`config.mk`:
```
export PLATFORM = sky130hd
export DESIGN_NAME = pcileech_pcie_cfg_arb
export DESIGN_NICKNAME = d
export VERILOG_FILES = /design/src/rtl/pcileech_pcie_cfg_arb_pkg.sv /design/src/rtl/pcileech_pcie_cfg_arb_rr_pick.sv /design/src/rtl/pcileech_pcie_cfg_arb.sv
export SDC_FILE = /design/constraint.sdc
export NUM_CORES = 1
export LEC_CHECK = 0
export CORE_AREA = 2 2 139 141
export CTS_CLUSTER_SIZE = 40
export DETAILED_ROUTE_END_ITERATION = 10
export DIE_AREA = 0 0 141 143
export GPL_ROUTABILITY_DRIVEN = 0
export PLACE_DENSITY = 0.52
export SLEW_MARGIN = 20
export SYNTH_ARGS = -nofsm -noshare
export SYNTH_HDL_FRONTEND = slang
export SYNTH_HIERARCHICAL = 1
export SYNTH_SLANG_ARGS = --single-unit
```
`constraint.sdc`:
```
create_clock -name clk_pcie -period 3.4 [get_ports clk_pcie]
set_input_delay 0.34 -clock clk_pcie [delete_from_list [all_inputs] [get_ports clk_pcie]]
set_output_delay 0.34 -clock clk_pcie [all_outputs]
set_load 0.02 [all_outputs]
```
`src/rtl/pcileech_pcie_cfg_arb_pkg.sv`:
```
// pcileech_pcie_cfg_pkg: shared state encodings and constants for the PCIe config-port handling modules
package pcileech_pcie_cfg_pkg;

    typedef enum logic [1:0] {
        S_ARB_IDLE,
        S_ARB_WAIT,
        S_ARB_GAP
    } arb_state_e;

    localparam logic [31:0] CFG_RSP_TIMEOUT_DATA = 32'hFFFFFFFF;

endpackage

```
`src/rtl/pcileech_pcie_cfg_arb_rr_pick.sv`:
```
// pcileech_rr_pick: combinational round-robin picker
//   req_i  : request vector
//   last_i : index of the previous grant; search starts at last_i+1 (mod N)
//   gnt_o  : one-hot grant (all zero when nothing requests)
//   idx_o  : index of the granted requester
//   any_o  : at least one request present
module pcileech_rr_pick #(
    parameter int N = 2
) (
    input  logic [N-1:0]         req_i,
    input  logic [$clog2(N)-1:0] last_i,
    output logic [N-1:0]         gnt_o,
    output logic [$clog2(N)-1:0] idx_o,
    output logic                 any_o
);

    always_comb begin
        idx_o = '0;
        // Walk from the farthest candidate to the nearest so the nearest requester after last_i wins.
        for (int i = N; i >= 1; i--)
            if (req_i[(int'(last_i) + i) % N])
                idx_o = $clog2(N)'((int'(last_i) + i) % N);
        any_o = |req_i;
        gnt_o = any_o ? N'(1) << idx_o : '0;
    end

endmodule

```
`src/rtl/pcileech_pcie_cfg_arb.sv`:
```
// pcileech_pcie_cfg_arb: shares the PCIe core config-management port between N_REQ requesters
//   req_*   : per-requester request fields, held until the one-hot req_ack pulse
//   rsp_*   : response (rsp_err=1 means timed out), valid with req_ack
//   busy    : arbiter not idle; stat_timeouts: saturating timeout count
//   cfg_*   : core request fields/strobes and core response (cfg_do, cfg_rd_wr_done)
module pcileech_pcie_cfg_arb
    import pcileech_pcie_cfg_pkg::*;
#(
    parameter int N_REQ          = 2,
    parameter int TIMEOUT_CYCLES = 1023
) (
    input  logic                  clk_pcie,
    input  logic                  rst_n,
    input  logic [N_REQ-1:0]      req_valid,
    input  logic [N_REQ-1:0]      req_wr,
    input  logic [10*N_REQ-1:0]   req_dwaddr,
    input  logic [32*N_REQ-1:0]   req_di,
    input  logic [4*N_REQ-1:0]    req_be,
    output logic [N_REQ-1:0]      req_ack,
    output logic                  rsp_err,
    output logic [31:0]           rsp_do,
    output logic                  busy,
    output logic [7:0]            stat_timeouts,
    output logic [9:0]            cfg_dwaddr,
    output logic [31:0]           cfg_di,
    output logic [3:0]            cfg_byte_en,
    output logic                  cfg_rd_en,
    output logic                  cfg_wr_en,
    input  logic [31:0]           cfg_do,
    input  logic                  cfg_rd_wr_done
);

    localparam int IW = $clog2(N_REQ);

    arb_state_e       state_q, state_d;
    logic             rd_en_q, rd_en_d, wr_en_q, wr_en_d;
    logic [15:0]      cnt_q, cnt_d;
    logic [IW-1:0]    last_q, last_d, pick_idx;
    logic [N_REQ-1:0] gnt_q, gnt_d, pick_gnt, ack_q, ack_d;
    logic             pick_any, pick_wr, expire;
    logic             err_q, err_d, busy_q, busy_d;
    logic [31:0]      rsp_q, rsp_d, di_q, di_d;
    logic [9:0]       addr_q, addr_d;
    logic [3:0]       be_q, be_d;
    logic [7:0]       stat_q, stat_d;

    pcileech_rr_pick #(.N(N_REQ)) u_pick (
        .req_i  (req_valid),
        .last_i (last_q),
        .gnt_o  (pick_gnt),
        .idx_o  (pick_idx),
        .any_o  (pick_any)
    );

    assign pick_wr = req_wr[pick_idx];
    assign expire  = cnt_q == 16'(TIMEOUT_CYCLES - 1);

    always_comb begin
        state_d = state_q;
        rd_en_d = rd_en_q;
        wr_en_d = wr_en_q;
        cnt_d   = cnt_q;
        last_d  = last_q;
        gnt_d   = gnt_q;
        ack_d   = '0;
        err_d   = err_q;
        rsp_d   = rsp_q;
        addr_d  = addr_q;
        di_d    = di_q;
        be_d    = be_q;
        stat_d  = stat_q;
        case (state_q)
            S_ARB_IDLE: if (pick_any) begin
                state_d = S_ARB_WAIT;
                rd_en_d = ~pick_wr;
                wr_en_d = pick_wr;
                addr_d  = req_dwaddr[10*int'(pick_idx) +: 10];
                di_d    = pick_wr ? req_di[32*int'(pick_idx) +: 32] : '0;
                be_d    = pick_wr ? req_be[4*int'(pick_idx) +: 4] : '0;
                cnt_d   = '0;
                last_d  = pick_idx;
                gnt_d   = pick_gnt;
            end
            // Done takes priority over a timeout expiring in the same cycle.
            S_ARB_WAIT: if (cfg_rd_wr_done || expire) begin
                state_d = S_ARB_GAP;
                rd_en_d = 1'b0;
                wr_en_d = 1'b0;
                ack_d   = gnt_q;
                err_d   = ~cfg_rd_wr_done;
                rsp_d   = cfg_rd_wr_done ? (rd_en_q ? cfg_do : '0) : CFG_RSP_TIMEOUT_DATA;
                stat_d  = (!cfg_rd_wr_done && stat_q != 8'hFF) ? stat_q + 8'd1 : stat_q;
            end else begin
                cnt_d = cnt_q + 16'd1;
            end
            default: state_d = S_ARB_IDLE;
        endcase
        busy_d = state_d != S_ARB_IDLE;
    end

    always_ff @(posedge clk_pcie or negedge rst_n) begin
        if (!rst_n) begin
            state_q <= S_ARB_IDLE;
            rd_en_q <= 1'b0;
            wr_en_q <= 1'b0;
            cnt_q   <= '0;
            last_q  <= IW'(N_REQ - 1);
            gnt_q   <= '0;
            ack_q   <= '0;
            err_q   <= 1'b0;
            rsp_q   <= '0;
            addr_q  <= '0;
            di_q    <= '0;
            be_q    <= '0;
            stat_q  <= '0;
            busy_q  <= 1'b0;
        end else begin
            state_q <= state_d;
            rd_en_q <= rd_en_d;
            wr_en_q <= wr_en_d;
            cnt_q   <= cnt_d;
            last_q  <= last_d;
            gnt_q   <= gnt_d;
            ack_q   <= ack_d;
            err_q   <= err_d;
            rsp_q   <= rsp_d;
            addr_q  <= addr_d;
            di_q    <= di_d;
            be_q    <= be_d;
            stat_q  <= stat_d;
            busy_q  <= busy_d;
        end
    end

    // Strobes drop combinationally in the done cycle so the core never sees a second request.
    assign cfg_rd_en     = rd_en_q & ~cfg_rd_wr_done;
    assign cfg_wr_en     = wr_en_q & ~cfg_rd_wr_done;
    assign req_ack       = ack_q;
    assign rsp_err       = err_q;
    assign rsp_do        = rsp_q;
    assign busy          = busy_q;
    assign stat_timeouts = stat_q;
    assign cfg_dwaddr    = addr_q;
    assign cfg_di        = di_q;
    assign cfg_byte_en   = be_q;

endmodule

```
==> impl_metrics.py, run 1 <==
metrics = {
    "run_status": {
        "outcome": "finished with violations",
        "violations": "negative hold slack",
    },
    "finish": {
        "fin_nets": 847,
        "drive_gt1_frac": 0.0702,
        "final_cells": 960,
        "fillCellCount": 1750,
        "layout_common_cells": "clkdlybuf4s50_1 (221), dfrtp_1 (112), nand2_1 (106)",
        "final_common_cell": "clkdlybuf4s50_1",
        "synthToLayoutAreaGrowth_pct": 59.7,
        "diodes": 0,
        "design_area_sq_mm": 0.00818,
    },
    "clocking": {
        "cts_sinks": 113,
        "htreeDepth": 4,
        "cts_root_buffer": "clkbuf_16",
        "cts.clk_slew.worst_paths_ns": 0.05,
        "cts_buffers": 17,
        "clock_path_buffers": 2,
        "cts_hold_buffers": 0,
        "post_cts_buffers": 0,
        "cts.repair.resized": 0,
        "insertion_delay_ns": 0.41,
        "cts_tree": "built",
    },
    "critical_path": {
        "cp.required_ns": 3.69,
        "critPathKind": "reg2reg",
        "crit_path_end_kind": "flop",
        "worstPathMaxFanout": 18,
        "worst_ep_arrival_time_ns": 2.88,
        "r2r_cells": 7,
        "start_kind": "flop",
    },
    "logic_synthesis": {
        "ys_seq_elements": 113,
        "syn_inst": 495,
        "synth_top_family_by_area": "compound AO/OA/AOI/OAI gates",
        "async_flop_share": 1.00,
        "ys_seq_area_frac": 0.552,
        "synth.net_count": 629,
        "syn_area_sq_mm": 0.00512,
        "synth_edf_count": 0,
        "yosys_most_used_dff": "dfrtp_1",
        "synth_compound_area_frac": 0.157,
        "yosys.area_share.simple": 0.141,
        "synth-adder-area-share": 0.00733,
        "yosysUniqueCellTypes": 44,
        "synth_warnings": 6,
        "synth_mux_area_frac": 0.0987,
        "synth_xor_xnor_area_share": 0.0103,
        "synth_area_per_cell_sq_um": 10.3,
    },
    "sta": {
        "rsz0062_at_grt": "no",
        "final_hold_viol_count": 5,
        "finalSetupTns_ns": 0,
        "setup_viol": 0,
        "fin_crit_ns": 2.60,
        "worst_slew_pin_slew_ns": 0.773,
        "final.setup_skew_ns": 0.00886,
        "timing.hold.ws_ns": -0.00612,
        "relSlewSlack": 0.484,
        "max_freq_ghz": 0.385,
        "period_share": 0.763,
        "maxSlewViolCount": 0,
    },
    "grt": {
        "antenna_found_initial": 0,
        "track_usage": 0.158,
        "grt.overflow.total": 0,
        "grt_start_max_net_pins": 63,
        "grt_first_pass_wirelength_microns": 24700,
        "grt_pass1_vias": 4609,
    },
    "flow_run": {
        "maxCapViolations": 0,
    },
    "floorplan": {
        "ios": 223,
        "design.core.area_sq_mm": 0.0186,
        "die-area_sq_mm": 0.0202,
        "num_rows": 50,
        "start_util": 0.276,
        "die_w_microns": 141,
        "die_y_microns": 143,
    },
    "placement": {
        "io_buffer_count": 222,
        "hpwlAfterDp_microns": 11100,
        "numPlacedInstances": 928,
        "placed_cell_area_sq_mm": 0.00759,
    },
    "routing": {
        "viasPerCell": 4.70,
        "wire_per_inst_microns": 16.1,
        "final_antenna_net_count": 0,
        "first_pass_iters": 4,
        "drt_iter0_markers": 144,
        "via_count": 4511,
        "wl_microns": 15400,
        "drc": 0,
    },
    "power_and_ir_drop": {
        "p_leak_uw": 0.00347,
        "power.density_mw_per_mm2": 741,
        "vdd_drop_max_mv": 0.400,
        "power_uw": 6060,
    },
    "min_path": {
        "hp-class": "in2async",
    },
}
registers in the layout, indices dropped and copies added, names as in the netlist, 2 cells and up:
register       count
cfg_di            32
cfg_dwaddr        10
stat_timeouts      8
gnt_q              2
state_q            2
req_ack            2
cfg_byte_en        4
cnt_q             16
rsp_do            32
routing by layer:
metal	track usage	part of all wire
met1	0.196	0.43
met2	0.246	0.47
met3	0.0641	0.083
met4	0.0642	0.020
met5	0	0
cells in the mapped netlist (6+ instances only):
cell type / count / share of area
o21ai_1: 6 / 0.0059
nand4_1: 10 / 0.012
mux2i_1: 46 / 0.090
nor2_1: 10 / 0.0073
a2bb2oi_1: 32 / 0.055
o21ai_0: 59 / 0.058
dfrtp_1: 112 / 0.55
o31ai_1: 7 / 0.010
clkbuf_1: 24 / 0.018
nand3_1: 6 / 0.0059
nand2_1: 106 / 0.078
inv_1: 9 / 0.0066
kinds of logic (layout without fill, tap and decap cells):
family	after synthesis	in the layout
xor+xnor	6	6
mux	50	50
compound gates	123	123
simple gates	159	159
fa+ha+maj	3	3
buf+inv	41	272
flops	113	113
final timing paths:
check / from / endpoint / slack (ns)
max: cnt_q[0] / cnt_q[8] / 0.80
min: rst_n / cnt_q[4] / -0.006
max reg2reg: cnt_q[0] / cnt_q[8] / 0.80
min reg2reg: cfg_byte_en[3] / cfg_byte_en[3] / 0.47
max in group asynchronous: rst_n / cfg_di[10] / 2.42
min in group clk_pcie: cfg_byte_en[3] / cfg_byte_en[3] / 0.47
area by class of cell:
cell class / instances / area, sq um / area share
inverters: 9 / 33.8 / 0.00413
clock buffers: 22 / 454 / 0.0555
well taps: 234 / 293 / 0.0358
repair buffers: 231 / 2300 / 0.281
clock inverters: 10 / 134 / 0.0164
multi-input cells: 341 / 2140 / 0.261
flip-flops and latches: 113 / 2830 / 0.346
critical path, stage by stage, from the launching register on:
cell      delay, ns
dfrtp_1        0.41
inv_1          0.10
ha_1           0.15
nand2b_1       0.07
or4_1          0.65
o311ai_4       0.75
nor3_1         0.12
o22a_1         0.23
stage by stage:
step	setup WS [ns]	hold slack, ns	util
4_1_cts	0.816	0.0347	0.440
6_report	0.805	-0.00612	0.440
2_1_floorplan	1.30	0.0444	-
3_3_place_gp	0.776	0.457	0.409
3_5_place_dp	0.602	0.468	0.409
5_1_grt	0.666	0.0706	0.440
power by group:
group | leakage (uW) | switching (uW) | internal, uW
registers | 0.00144 | 246 | 1760
clock network | 0.000284 | 617 | 1170
logic | 0.00175 | 1160 | 1110
total | 0.00347 | 2020 | 4040
Power figures use the tool's default switching activity.
==> inputs of run 2 (changes only) <==
--- a/config.mk
+++ b/config.mk
@@ -10,7 +10,7 @@
 export DETAILED_ROUTE_END_ITERATION = 10
 export DIE_AREA = 0 0 141 143
 export GPL_ROUTABILITY_DRIVEN = 0
-export PLACE_DENSITY = 0.52
+export PLACE_DENSITY = 0.54
 export SLEW_MARGIN = 20
 export SYNTH_ARGS = -nofsm -noshare
 export SYNTH_HDL_FRONTEND = slang
==> constraint.sdc (replaced) <==
create_clock -name clk_pcie -period 2.1 [get_ports clk_pcie]
set_input_delay 0.21 -clock clk_pcie [delete_from_list [all_inputs] [get_ports clk_pcie]]
set_output_delay 0.21 -clock clk_pcie [all_outputs]
set_load 0.02 [all_outputs]
==> run 2 against run 1 <==
Effect of this change: the flow finishes with violations (negative setup slack); sequential power grew 63%; clock skew about the same; die area unchanged; hold slack better by 0.30 ns; maximum frequency rose by 21%; routed wire length grew 3.6%; global-route usage increased by 0.061 points; count of clock-buffer cells in the layout shrank 2; combinational power rose by 70%; critical path type unchanged; largest cell class unchanged; largest power group unchanged; highest routed layer unchanged.
==> impl_metrics.py, run 2 (same netlist as run 1, synthesis figures left out) <==
metrics = {
    "critical_path": {
        "critPathBufInv": 2,
        "worstPathMaxFanout": 6,
        "r2r_slack_ns": -0.04,
        "cpPeakStageDelay_ns": 0.57,
        "critPathKind": "reg2reg",
        "worst_path_max_delay_cell": "or4_4",
        "crit_path_end_kind": "flop",
        "crit_family": "simple AND/OR/NAND/NOR gates",
        "path_cells": "inv_2 > ha_4 > nand2b_4 > or4_4 > o311ai_4 > buf_6 > nor3_2 > o22a_1",
        "cp.required_ns": 2.39,
        "worst_ep_arrival_time_ns": 2.43,
        "start_kind": "flop",
    },
    "sta": {
        "fin_crit_ns": 2.14,
        "final.setup_skew_ns": 0.00936,
        "max_freq_ghz": 0.468,
        "final_hold_viol_count": 0,
        "relSlewSlack": 0.585,
        "maxSlewViolCount": 0,
        "rsz0062_at_grt": "yes",
        "worst_slew_pin_slew_ns": 0.622,
        "setup_viol": 5,
        "period_share": 1.02,
        "worst_slack_ns": -0.0387,
    },
    "finish": {
        "multi_input_area_sq_mm": 0.00219,
        "layout_common_cells": "clkdlybuf4s50_1 (221), dfrtp_1 (111), nand2_1 (106)",
        "diodes": 0,
        "fin_nets": 890,
        "synthToLayoutAreaGrowth_pct": 67.8,
        "fillCellCount": 1710,
        "ff_latch_area_sq_mm": 0.00283,
        "final_common_cell": "clkdlybuf4s50_1",
        "drive_gt1_frac": 0.136,
    },
    "floorplan": {
        "ios": 223,
        "die-area_sq_mm": 0.0202,
        "design.core.area_sq_mm": 0.0186,
        "start_util": 0.276,
        "die_w_microns": 141,
        "num_rows": 50,
        "die_y_microns": 143,
    },
    "run_status": {
        "outcome": "finished with violations",
        "violations": "negative setup slack",
    },
    "routing": {
        "viasPerCell": 4.70,
        "top_layer_used": "met4",
        "wl_met3_microns": 1230,
        "wl_microns": 16000,
        "drc": 0,
        "met2WireLength_microns": 7770,
        "via_count": 4704,
        "final_antenna_net_count": 0,
        "first_pass_iters": 6,
        "wirelength_met1_microns": 6710,
        "drt_iter0_markers": 195,
        "wire_per_inst_microns": 16.0,
    },
    "clocking": {
        "cts_buffers": 17,
        "htreeDepth": 4,
        "clock_path_buffers": 2,
        "cts_tree": "built",
        "cts.clk_slew.worst_paths_ns": 0.05,
        "cts_sinks": 113,
        "insertion_delay_ns": 0.41,
        "cts_root_buffer": "clkbuf_16",
    },
    "grt": {
        "grt_first_pass_wirelength_microns": 25100,
        "grt.overflow.total": 0,
        "track_usage": 0.159,
        "antenna_found_initial": 0,
        "grt_pass1_vias": 4915,
        "grt_start_max_net_pins": 63,
    },
    "placement": {
        "pre_cts_slack_ns": -0.289,
        "io_buffer_count": 222,
        "hpwlAfterDp_microns": 11900,
    },
    "power_and_ir_drop": {
        "power_uw": 9910,
        "vdd_drop_max_mv": 0.630,
        "power.density_mw_per_mm2": 1150,
        "p_leak_uw": 0.00370,
    },
    "min_path": {
        "hp-class": "in2async",
    },
    "flow_run": {
        "maxCapViolations": 0,
    },
}
-- run 2: worst paths after layout --
kind                            start  cells past startpoint         end
hold / removal                  rst_n                      2  cfg_di[17]
min in group clk_pcie      cfg_do[23]                      3  rsp_do[23]
max in group asynchronous       rst_n                      3    cnt_q[1]
setup reg to reg             cnt_q[0]                      8    cnt_q[8]
setup / recovery             cnt_q[0]                      8    cnt_q[8]
hold reg to reg              gnt_q[0]                      2    gnt_q[0]
-- run 2: area by class of cell --
type                       count  area share
sequential                   113       0.329
timing repair buffer         274       0.311
multi-input combinational    341       0.254
clock buffer                  20      0.0543
tap                          234      0.0341
clock inverter                10      0.0130
inverter                       9     0.00393
-- run 2: per-stage QoR --
step	hold slack (ns)	cell area, sq um	TNS [ns]	instances	utilization
2_1_floorplan	-0.0856	5120	0	495	-
3_3_place_gp	0.193	7890	-2.22	964	0.425
3_5_place_dp	0.195	7890	-5.04	964	0.425
4_1_cts	0.298	8510	0	997	0.458
5_1_grt	0.315	8590	-0.607	1001	0.462
6_report	0.297	8590	-0.0744	1001	0.462
-- run 2: power by group --
| part | switching, uW | leakage (uW) | total, uW | internal (uW) |
|---|---|---|---|---|
| clock | 980 | 0.000280 | 2800 | 1820 |
| sequential | 407 | 0.00143 | 3260 | 2850 |
| combinational | 1920 | 0.00199 | 3860 | 1940 |
| total | 3310 | 0.00370 | 9910 | 6600 |
-- run 2: layer usage --
| layer | up-vias | global-route usage |
|---|---|---|
| met5 | - | 0 |
| met4 | 0 | 0.0542 |
| met3 | 23 | 0.0600 |
| met2 | 184 | 0.266 |
| met1 | 2227 | 0.188 |
| li1 | 2270 | - |
-- run 2: worst register-to-register path: cells and delay by family (launching register included) --
| family | cells | cell delay, ns |
|---|---|---|
| buffers and inverters | 2 | 0.28 |
| and+or+nand+nor | 3 | 0.66 |
| AOI/OAI and AO/OA | 2 | 0.55 |
| adders and majority gates | 1 | 0.15 |
| DFF | 1 | 0.40 |
-- run 2: what timing repair did --
item / in CTS / in global routing
hold endpoints to repair: 30 / 0
endpoints found under the setup margin: 25 / 47
pin swaps: 4 / 9
gates resized for setup: 4 / 16
buffers inserted: 3 / 4
hold buffers: 1 / 0
